==> src/rtl/muu_pkg.sv <==
// Shared types and constants for the MUU divide path: FSM states, default
// width, counter sizing and the MUU op-code map.
package muu_pkg;

  localparam int MUU_WIDTH = 32;
  localparam int MUU_CNT_W = $clog2(MUU_WIDTH + 1);

  localparam logic [3:0] MUU_OP_MULT  = 4'b0000;
  localparam logic [3:0] MUU_OP_MULTU = 4'b0001;
  localparam logic [3:0] MUU_OP_DIV   = 4'b0100;
  localparam logic [3:0] MUU_OP_DIVU  = 4'b0101;

  typedef enum logic [1:0] {
    IDLE = 2'd0,
    ITER = 2'd1,
    FIX  = 2'd2,
    ZERO = 2'd3
  } div_state_e;

  function automatic logic is_div_op(input logic [3:0] op);
    return (op == MUU_OP_DIV) || (op == MUU_OP_DIVU);
  endfunction

endpackage

==> src/rtl/muu_div_step.sv <==
// One radix-2 restoring division step: shift {rem,quo} left by one and keep
// the trial difference when it does not go negative.
module muu_div_step #(
  parameter int WIDTH = 32
) (
  input  logic [WIDTH-1:0] rem_in,
  input  logic [WIDTH-1:0] quo_in,
  input  logic [WIDTH-1:0] divisor,
  output logic [WIDTH-1:0] rem_out,
  output logic [WIDTH-1:0] quo_out
);

  logic [WIDTH:0] shifted;
  logic [WIDTH:0] diff;

  // One extra bit holds the borrow of the trial subtraction.
  assign shifted = {rem_in, quo_in[WIDTH-1]};
  assign diff    = shifted - {1'b0, divisor};

  always_comb begin
    if (!diff[WIDTH]) begin
      rem_out = diff[WIDTH-1:0];
      quo_out = {quo_in[WIDTH-2:0], 1'b1};
    end else begin
      rem_out = shifted[WIDTH-1:0];
      quo_out = {quo_in[WIDTH-2:0], 1'b0};
    end
  end

endmodule

==> src/rtl/muu_div_seq.sv <==
// Iterative restoring divider for the MUU: quotient to lo, remainder to hi.
// Optional MUU_DIV_EARLY_EXIT_EN skips iteration when |rs| < |rt|.
module muu_div_seq
  import muu_pkg::*;
#(
  parameter int WIDTH = MUU_WIDTH
) (
  input  logic             clk,
  input  logic             rst_n,
  input  logic             start,
  input  logic             is_signed,
  input  logic [WIDTH-1:0] rs,
  input  logic [WIDTH-1:0] rt,
  output logic             busy,
  output logic             done,
  output logic             div_zero,
  output logic [WIDTH-1:0] hi,
  output logic [WIDTH-1:0] lo
);

  localparam int CNT_W = $clog2(WIDTH + 1);

  div_state_e       state_q, state_d;
  logic [WIDTH-1:0] rem_q, rem_d;
  logic [WIDTH-1:0] quo_q, quo_d;
  logic [WIDTH-1:0] dvs_q, dvs_d;
  logic [WIDTH-1:0] hi_q, hi_d;
  logic [WIDTH-1:0] lo_q, lo_d;
  logic [CNT_W-1:0] cnt_q, cnt_d;
  logic             sgn_quo_q, sgn_quo_d;
  logic             sgn_rem_q, sgn_rem_d;
  logic             busy_q, busy_d;
  logic             done_q, done_d;
  logic             dz_q, dz_d;

  logic             rs_neg, rt_neg;
  logic [WIDTH-1:0] rs_mag, rt_mag;
  logic [WIDTH-1:0] step_rem, step_quo;

  // Unsigned requests never see a sign, so both result fix-ups stay off.
  assign rs_neg = is_signed & rs[WIDTH-1];
  assign rt_neg = is_signed & rt[WIDTH-1];
  assign rs_mag = rs_neg ? -rs : rs;
  assign rt_mag = rt_neg ? -rt : rt;

  muu_div_step #(
    .WIDTH (WIDTH)
  ) u_step (
    .rem_in  (rem_q),
    .quo_in  (quo_q),
    .divisor (dvs_q),
    .rem_out (step_rem),
    .quo_out (step_quo)
  );

  // NOTE: every variable gets its hold value first so no path infers a latch.
  always_comb begin
    state_d   = state_q;
    rem_d     = rem_q;
    quo_d     = quo_q;
    dvs_d     = dvs_q;
    hi_d      = hi_q;
    lo_d      = lo_q;
    cnt_d     = cnt_q;
    sgn_quo_d = sgn_quo_q;
    sgn_rem_d = sgn_rem_q;
    busy_d    = busy_q;
    done_d    = 1'b0;
    dz_d      = 1'b0;

    unique case (state_q)
      IDLE: begin
        if (start) begin
          dvs_d     = rt_mag;
          quo_d     = rs_mag;
          rem_d     = '0;
          cnt_d     = CNT_W'(WIDTH);
          sgn_quo_d = rs_neg ^ rt_neg;
          sgn_rem_d = rs_neg;
          busy_d    = 1'b1;
          if (rt == '0) begin
            state_d = ZERO;
          end
`ifdef MUU_DIV_EARLY_EXIT_EN
          else if (rs_mag < rt_mag) begin
            quo_d   = '0;
            rem_d   = rs_mag;
            state_d = FIX;
          end
`endif
          else begin
            state_d = ITER;
          end
        end
      end

      ITER: begin
        rem_d = step_rem;
        quo_d = step_quo;
        cnt_d = cnt_q - CNT_W'(1);
        if (cnt_q == CNT_W'(1)) begin
          state_d = FIX;
        end
      end

      FIX: begin
        lo_d    = sgn_quo_q ? -quo_q : quo_q;
        hi_d    = sgn_rem_q ? -rem_q : rem_q;
        done_d  = 1'b1;
        busy_d  = 1'b0;
        state_d = IDLE;
      end

      ZERO: begin
        done_d  = 1'b1;
        dz_d    = 1'b1;
        busy_d  = 1'b0;
        state_d = IDLE;
      end

      default: state_d = IDLE;
    endcase
  end

  // NOTE: state registers use non-blocking assignments so every flop samples
  // the pre-edge value of every other flop.
  // NOTE: all datapath registers are reset so an abort leaves hi/lo at zero.
  always_ff @(posedge clk or negedge rst_n) begin
    if (!rst_n) begin
      state_q   <= IDLE;
      rem_q     <= '0;
      quo_q     <= '0;
      dvs_q     <= '0;
      hi_q      <= '0;
      lo_q      <= '0;
      cnt_q     <= '0;
      sgn_quo_q <= 1'b0;
      sgn_rem_q <= 1'b0;
      busy_q    <= 1'b0;
      done_q    <= 1'b0;
      dz_q      <= 1'b0;
    end else begin
      state_q   <= state_d;
      rem_q     <= rem_d;
      quo_q     <= quo_d;
      dvs_q     <= dvs_d;
      hi_q      <= hi_d;
      lo_q      <= lo_d;
      cnt_q     <= cnt_d;
      sgn_quo_q <= sgn_quo_d;
      sgn_rem_q <= sgn_rem_d;
      busy_q    <= busy_d;
      done_q    <= done_d;
      dz_q      <= dz_d;
    end
  end

  assign busy     = busy_q;
  assign done     = done_q;
  assign div_zero = dz_q;
  assign hi       = hi_q;
  assign lo       = lo_q;

endmodule

==> config.mk <==
export PLATFORM = sky130hd
export DESIGN_NAME = muu_div_seq
export DESIGN_NICKNAME = d
export VERILOG_FILES = /design/src/rtl/muu_pkg.sv /design/src/rtl/muu_div_step.sv /design/src/rtl/muu_div_seq.sv
export SDC_FILE = /design/constraint.sdc
export NUM_CORES = 1
export LEC_CHECK = 0
export CORE_MARGIN = 10
export CORE_UTILIZATION = 55
export CTS_BUF_LIST = sky130_fd_sc_hd__clkbuf_8
export CTS_CLUSTER_DIAMETER = 60
export DETAILED_ROUTE_END_ITERATION = 12
export GPL_TIMING_DRIVEN = 0
export PLACE_DENSITY = 0.79
export SYNTH_ARGS = -nofsm -noshare
export SYNTH_HDL_FRONTEND = slang
export SYNTH_SLANG_ARGS = --single-unit
export TNS_END_PERCENT = 1
==> constraint.sdc <==
create_clock -name clk -period 3.7 [get_ports clk]
set_input_delay 0.37 -clock clk [delete_from_list [all_inputs] [get_ports clk]]
set_output_delay 0.37 -clock clk [all_outputs]
set_load 0.01 [all_outputs]
==> metrics <==
outcome=complete, no violations; die area=roughly 26000 um^2; Rows=52; routed via count=just over 10000; Slew @ Worst Pin=about 940 ps; io pins=between 100 and 150; Leak=0.00557 uW; TritonCTS Buffers=17; Final ANT Viol Nets=0; Worst setup SP type=flop; Finished Cell Area=13400 um^2; hpwl dp=between 20 and 30 mm; cell total after placement=1697; DR pass1 iterations=5; asr flop ratio synth=100%; P_sw=~6000 uW; Congestion Overflow GR=0; syn_area_per_cell=8.67 um^2; CP Class=flop to flop; Syn Nets=1399; r2r setup slk=210 ps; synthesized flop and latch total=173; Critical Path RT=4060 ps; NumNets Final=1554; sequential share of power=a little under 30%; worst reg-to-reg path cell count=12; Max FO, Critical Path=10; vias per cell=5.94; DR WL/cell=18.6 um; slew margin rel.=a little under two fifths; clk_lat worst skew=480 ps; Core ar.=between 20000 and 25000 um^2; H-tree depth=4; placer congestion estimate=0.956; n_diodes=0; Clock power frac=a little under an eighth; PwrDens=959 nW/um^2; Worst Path Arrival=3850 ps; Fin Setup TNS=0 ps; GRT Overall Usage=24.0%; EDFF count, synth=0; Tmin final=3490 ps; clk_skew=22.8 ps; Die Y=163 um; combinational fraction of design power=59.5%; number of global-route vias before repair=9767; worst r2r dst=rem_q[26]; dpl cell area=12900 um^2; fraction of layout cells with a size suffix above 1=about 4.2%; 1st-iter DRT viols=817; global-route wire length before repair=51.6 mm; VDD IR-drop max=419 uV; synthesized cell area=~11000 um^2; clk slew on worst S/H paths=90 ps; area delta synth->final=19.2%; Clock Sinks=173; Crit. End Element=flop; crit share post-route=94.2%; Detailed Route WL=32.2 mm; largest net degree at the start of global routing=110; initial core utilization=55.6%; internal power=6830 uW; CTS Root Cell=clkbuf_8; final setup fails=0; YS warnings=0; initial antenna violation count=0; DRC Markers=0; I/O Buffers=134; worst hold slack=428 ps; final hold vios=0; clock tree buffer depth=2; Post-CTS Setup Inserts=0; sw frac=a little under half; Seq/Total Area, Yosys=38.6%; predominant post-synthesis flop cell=dfrtp_1; CTS tree=done; total power=12800 uW; Synth cell types=68; max cap viols=0; Synth Instances=1292; Die Wd=163 um; reg2reg start=quo_q[31]; Hold Path Class=primary input to async pin; Finished Layout Cells=1729; fmax=287 MHz; RSZ-0062 raised after global routing=yes; Slew Viols, Final=0
==> Yosys cell counts (3+ instances only) <==
| cell | number | area [um^2] |
|---|---|---|
| a211o_1 | 3 | 26.3 |
| a211oi_1 | 4 | 30.0 |
| a21o_1 | 22 | 165 |
| a21oi_1 | 54 | 270 |
| a22oi_1 | 31 | 233 |
| a311o_1 | 7 | 70.1 |
| a31oi_1 | 13 | 81.3 |
| and2_1 | 9 | 56.3 |
| and3_1 | 20 | 125 |
| buf_1 | 6 | 22.5 |
| buf_2 | 4 | 20.0 |
| clkbuf_1 | 56 | 210 |
| dfrtp_1 | 173 | 4330 |
| ha_1 | 38 | 475 |
| inv_1 | 54 | 203 |
| mux2i_1 | 22 | 220 |
| nand2_1 | 157 | 589 |
| nand2b_1 | 15 | 93.8 |
| nand3_1 | 39 | 195 |
| nand4_1 | 4 | 25.0 |
| nor2_1 | 48 | 180 |
| nor2b_1 | 8 | 50.1 |
| nor3_1 | 21 | 105 |
| nor3b_1 | 4 | 30.0 |
| nor4_1 | 10 | 62.6 |
| o211ai_1 | 5 | 37.5 |
| o21a_1 | 6 | 45.0 |
| o21ai_0 | 190 | 951 |
| o21ai_1 | 8 | 40.0 |
| o311ai_0 | 4 | 35.0 |
| o31ai_1 | 33 | 248 |
| o41ai_1 | 12 | 105 |
| or2_2 | 3 | 18.8 |
| or3_1 | 17 | 106 |
| or3b_2 | 3 | 26.3 |
| or4_1 | 4 | 30.0 |
| xnor2_1 | 54 | 473 |
| xor2_1 | 89 | 780 |
==> through the flow <==
step	setup WS (ps)	util (%)
3_3_place_gp	-4700	63.9
2_1_floorplan	734	-
4_1_cts	103	66.2
6_report	215	66.3
5_1_grt	-17.1	66.3
3_5_place_dp	102	64.1
==> state kept, by name, indices dropped and copies added (netlist names) <==
| signal | flops |
|---|---|
| lo | 32 |
| cnt_q | 6 |
| dvs_q | 32 |
| busy | 1 |
| state_q | 2 |
| div_zero | 1 |
| sgn_rem_q | 1 |
| quo_q | 32 |
| rem_q | 32 |
| sgn_quo_q | 1 |
| hi | 32 |
| done | 1 |
==> worst max-delay path by stage <==
stage          depth (start not counted)   endpoint  slack, ps      start
2_1_floorplan                         12  rem_q[10]        730  quo_q[31]
3_3_place_gp                           1   cnt_q[4]      -4700      rst_n
3_5_place_dp                          12  rem_q[26]        100  quo_q[31]
4_1_cts                               12  rem_q[26]        100  quo_q[31]
5_1_grt                               11  rem_q[26]        -20   rem_q[8]
6_report                              12  rem_q[26]        210  quo_q[31]
==> routing by layer <==
layer  global-route usage (%)  routed length, um  vias up
li1                         -                  -     4941
met4                     7.09                615        0
met3                     3.99               2340       46
met5                        0                  0        -
met1                     34.8              15100     4887
met2                     36.1              14100      388
==> cell usage in the layout (no fill, tap or decap), drive strengths merged, types with 31 or more instances in the layout <==
cell / synthesis / layout
inv: 54 / 60
clkdlybuf4s50: 0 / 133
xor2: 89 / 89
a22oi: 31 / 31
o31ai: 35 / 35
nand2: 157 / 157
ha: 38 / 38
o21ai: 198 / 198
a21oi: 56 / 56
nor2: 48 / 48
dfrtp: 173 / 173
clkbuf: 56 / 73
xnor2: 54 / 54
nand3: 39 / 39
==> cells by family (layout without fill, tap and decap cells) <==
family | after synthesis | in the layout | synth area share, %
muxes | 23 | 23 | 2.07
DFF | 173 | 173 | 38.6
adders and majority gates | 39 | 39 | 4.42
xor gates and xnor gates | 143 | 143 | 11.2
and+or+nand+nor | 378 | 378 | 16.7
AOI/OAI and AO/OA | 414 | 414 | 22.8
buffers and inverters | 122 | 289 | 4.20
==> layout make-up <==
type | count | area [um^2]
buffer | 68 | 268
clock buffer | 17 | 234
fill | 1762 | 6810
tap | 270 | 338
multi-input combinational | 997 | 6410
clock inverter | 14 | 193
sequential | 173 | 4330
timing repair buffer | 136 | 1380
inverter | 54 | 203
==> critical path: stages, from the launching register on <==
cell      delay [ps]
dfrtp_1          410
inv_1            110
ha_1             240
fa_1             400
nand2b_1         200
a21o_1           210
a21oi_2          190
o211ai_1         220
and3_4           250
nor3_4           350
buf_4            300
o311ai_0         300
o311ai_0         180
==> repair_timing <==
action | 4_1_cts | 5_1_grt
setup endpoints to repair | 0 | 15
hold buffers | 1 | 0
gates resized for setup | 0 | 2
hold endpoints to repair | 64 | 0
==> power by group through the flow <==
| stage | sequential, uW | clock (uW) | combinational (uW) |
|---|---|---|---|
| after floorplan | 3480 | 0 | 5430 |
| after global placement | 3680 | 0 | 7370 |
| after detailed placement | 3730 | 0 | 7490 |
| after CTS | 3690 | 1470 | 7540 |
| after global routing | 3830 | 1570 | 8470 |
| final | 3740 | 1450 | 7630 |
Power figures use the tool's default switching activity.
==> RTL change 1: new RTL, config.mk and constraints unchanged <==
Set the package constant `MUU_WIDTH` to 16 (it was 32).
--- a/src/rtl/muu_pkg.sv
+++ b/src/rtl/muu_pkg.sv
@@ -3,5 +3,5 @@
 package muu_pkg;
 
-  localparam int MUU_WIDTH = 32;
+  localparam int MUU_WIDTH = 16;
   localparam int MUU_CNT_W = $clog2(MUU_WIDTH + 1);
 
Interface: changed (resized hi, lo, rs and rt); port bits go from 135 to 71. The function was not compared with the original's and may differ.
==> RTL change 1 against the original RTL <==
  * Sequential cell count fell by 81
  * Worst setup slack better by 0.16 ns
  * Power is 50% lower
  * Synthesized cell count down 51%
  * Global-route usage down 4.5 points
  * Final area is 50% lower
  * Highest routed layer unchanged
  * Largest cell class unchanged
  * Final cell count fell by 50%
  * Sequential share of layout area increased by 1.9 points
  * Maximum frequency increased by 4.7%
  * Synthesized area is 50% lower
  * Wire length is 56% lower
  * Critical path depth decreased by 1
==> RTL change 1: results (changes against the original RTL) <==
M3 GR Usage=0.0312 (was 0.0399); GRT Overall Usage=0.195 (was 0.240); Vias=4959 (was 10300); worst vdd ir=412 uV (was 419 uV); CP top delay family=simple AND/OR/NAND/NOR gates (was compound AO/OA/AOI/OAI gates); mux contribution to synthesized area=0.0213 (was 0.0207); outcome=finished clean (unchanged); vias in the first global route=4850 (was 9767); post-place setup slack=0.464 ns (was 0.102 ns); GR Util met2=0.330 (was 0.361); Final Skew=0.0125 ns (was 0.0228 ns); H-tree depth=3 (was 4); Worst-Skew Late Latency=0.36 ns (was 0.48 ns); clock buffer count from CTS=9 (was 17); synth top area cells=dfrtp_1 (41%), o21ai_0 (8.3%), nand2_1 (5.7%) (was dfrtp_1 (39%), o21ai_0 (8.5%), xor2_1 (7.0%)); Core Area=9860 um2 (was 20200 um2); Post-Synth Adder-Cell Area=0.0524 (was 0.0442); FILL cells=793 (was 1762); flops & latches, synth=92 (was 173); Post-Synth XOR/XNOR Area=0.106 (was 0.112); GPL Wtd Cong=0.935 (was 0.956); inverter count=34 (was 54); port buffer count=70 (was 134); Synth top cells by count=o21ai_0 (93), dfrtp_1 (92), nand2_1 (86) (was o21ai_0 (190), dfrtp_1 (173), nand2_1 (157)); met1 WL=6400 um (was 15100 um); dpl cell area=6530 um2 (was 12900 um2); Multi-Input Combinational=482 (was 997); met1 usage=0.258 (was 0.348); wire length on met2=6800 um (was 14100 um); Multi-input gate area=3060 um2 (was 6410 um2); Signal buffers=103 (was 204); CP max stage delay=0.45 ns (was 0.41 ns); fin nets=781 (was 1554); sequential share of the synthesized area=0.409 (was 0.386); Syn Nets=698 (was 1399); first-pass GRT wire length=23900 um (was 51600 um); pin count of the biggest net entering global routing=68 (was 110); share of cells above drive strength 1=0.0413 (was 0.0425); Leakage=2.89 nW (was 5.57 nW); routed len/inst=16.6 um (was 18.6 um); Slew HR=0.449 (was 0.372)
[RTL change 1: path summary, 6_finish.rpt]
check                      startpoint  endpoint  slack (ns)  cells past startpoint
hold reg to reg                 lo[7]     lo[7]        0.49                      2
setup / recovery            quo_q[15]  rem_q[3]        0.37                     11
setup reg to reg            quo_q[15]  rem_q[3]        0.37                     11
hold / removal                  rst_n     hi[6]        0.47                      2
min in group clk                lo[7]     lo[7]        0.49                      2
max in group asynchronous       rst_n  dvs_q[0]        2.60                      3
[RTL change 1: per-stage QoR]
| step | util | instances |
|---|---|---|
| finish | 0.681 | 860 |
| CTS | 0.681 | 860 |
| floorplan | - | 639 |
| detailed placement | 0.662 | 843 |
| global route | 0.681 | 860 |
| global placement | 0.659 | 842 |
[RTL change 1: timing repair]
item	in CTS	in global routing
endpoints found under the hold margin	25	0
endpoints found under the setup margin	0	0
hold buffers	1	0
[RTL change 1: power by group]
group	internal (mW)	leakage [nW]	switching, mW
sequential	1.51	1.11	0.524
clock	0.249	0.0943	0.377
combinational	1.78	1.68	2.03
==> RTL change 2: new RTL, same flow settings <==
Made on the original files. Register the inputs `start`, `is_signed`, `rs` and `rt` before use, cleared by the reset. The logic sees them one clock later.
--- a/src/rtl/muu_div_seq.sv
+++ b/src/rtl/muu_div_seq.sv
@@ -21,4 +21,23 @@
   localparam int CNT_W = $clog2(WIDTH + 1);
 
+  logic start_q;
+  logic is_signed_q;
+  logic [WIDTH-1:0] rs_q;
+  logic [WIDTH-1:0] rt_q;
+
+  always_ff @(posedge clk or negedge rst_n) begin
+    if (!rst_n) begin
+      start_q     <= '0;
+      is_signed_q <= '0;
+      rs_q        <= '0;
+      rt_q        <= '0;
+    end else begin
+      start_q     <= start;
+      is_signed_q <= is_signed;
+      rs_q        <= rs;
+      rt_q        <= rt;
+    end
+  end
+
   div_state_e       state_q, state_d;
   logic [WIDTH-1:0] rem_q, rem_d;
@@ -39,8 +58,8 @@
 
   // Unsigned requests never see a sign, so both result fix-ups stay off.
-  assign rs_neg = is_signed & rs[WIDTH-1];
-  assign rt_neg = is_signed & rt[WIDTH-1];
-  assign rs_mag = rs_neg ? -rs : rs;
-  assign rt_mag = rt_neg ? -rt : rt;
+  assign rs_neg = is_signed_q & rs_q[WIDTH-1];
+  assign rt_neg = is_signed_q & rt_q[WIDTH-1];
+  assign rs_mag = rs_neg ? -rs_q : rs_q;
+  assign rt_mag = rt_neg ? -rt_q : rt_q;
 
   muu_div_step #(
@@ -71,5 +90,5 @@
     unique case (state_q)
       IDLE: begin
-        if (start) begin
+        if (start_q) begin
           dvs_d     = rt_mag;
           quo_d     = rs_mag;
@@ -79,5 +98,5 @@
           sgn_rem_d = rs_neg;
           busy_d    = 1'b1;
-          if (rt == '0) begin
+          if (rt_q == '0) begin
             state_d = ZERO;
           end
Check against the original RTL: not equivalent (a bounded check fails within 4 cycles, from zero or initial values and one cycle with rst_n low).
==> RTL change 2 against the original RTL <==
  * Count of clock-buffer cells in the layout up 38
  * Synthesized cell count up 1.5%
  * Synthesized area grew 12%
  * Non-clock buffer count is 3 higher
  * Sequential cell count rose by 66
  * Wire length decreased by 2.4%
  * Critical path depth is 2 higher
  * Worst hold slack worse by 0.16 ns
  * Final area rose by 14%
  * Power up 9.7%
  * Worst setup slack got worse by 0.072 ns
  * Utilization rose by 1.1 points
  * Final cell count increased by 4.5%
==> RTL change 2: results (changes against the original RTL) <==
flops & latches, synth=239 (was 173); Worst R2R Path Depth=14 (was 12); Slew HR=0.454 (was 0.372); sequential cell area share=0.393 (was 0.324); outcome=finished clean (unchanged); vias in the first global route=10000 (was 9767); met1 WL=14600 um (was 15100 um); clock buf count=55 (was 17); R2R Setup Slk=0.14 ns (was 0.21 ns); H-tree depth=2 (was 4); Multi-Input Combinational=949 (was 997); pin count of the biggest net entering global routing=130 (was 110); Clock buf/inv share=0.0552 (was 0.0319); post_cts resized=7 (was 0); fin nets=1598 (was 1554); GR Util met2=0.329 (was 0.361); met1 usage=0.301 (was 0.348); synth top area cells=dfrtp_1 (48%), o21ai_0 (7.8%), xor2_1 (6.9%) (was dfrtp_1 (39%), o21ai_0 (8.5%), xor2_1 (7.0%)); Syn Nets=1418 (was 1399); GRT Overall Usage=0.213 (was 0.240); Signal buf overhead=0.111 (was 0.124); Synth Area in Compound Gates=0.188 (was 0.228); Crit-path slowest cell=fa_1 (was dfrtp_1); post-DP HPWL=24000 um (was 25200 um); Post-Synth Adder-Cell Area=0.0395 (was 0.0442); WL met3=2300 um (was 2340 um); Synth top cells by count=dfrtp_1 (239), o21ai_0 (196), nand2_1 (153) (was o21ai_0 (190), dfrtp_1 (173), nand2_1 (157)); sequential share of the synthesized area=0.476 (was 0.386); first-pass GRT wire length=50600 um (was 51600 um); GPL Wtd Cong=0.887 (was 0.956); Via-to-Cell Ratio=5.67 (was 5.94); Post-Synth XOR/XNOR Area=0.105 (was 0.112); HP Class=input pin to register (was input pin to asynchronous set/reset pin)
[RTL change 2: cell types whose count changed in the layout (fill, tap and decap cells not counted), sizes merged, moves of 8 or more]
cell | unedited run | this run
nor3 | 23 | 15
nor2 | 48 | 36
xor2 | 89 | 99
clkbuf | 73 | 118
and3 | 22 | 4
mux2i | 22 | 33
dfrtp | 173 | 239
or4 | 6 | 14
[RTL change 2: metrics by stage]
stage / TNS, ns / worst slack, ns / instance area, um2 / hold WS [ns] / cells
after floorplan: 0 / 0.372 / 12600 / 0.0744 / 1311
after global routing: 0 / 0.0250 / 15200 / 0.253 / 1806
after CTS: 0 / 0.0182 / 15200 / 0.242 / 1804
after global placement: -1742.76 / -7.27 / 14300 / 0.460 / 1730
final: 0 / 0.142 / 15200 / 0.266 / 1806
after detailed placement: -12.54 / -0.601 / 14300 / 0.469 / 1731
[RTL change 2: power breakdown]
group | switching, mW | internal, mW
logic | 4.00 | 3.30
registers | 0.954 | 3.44
clock network | 1.04 | 1.32
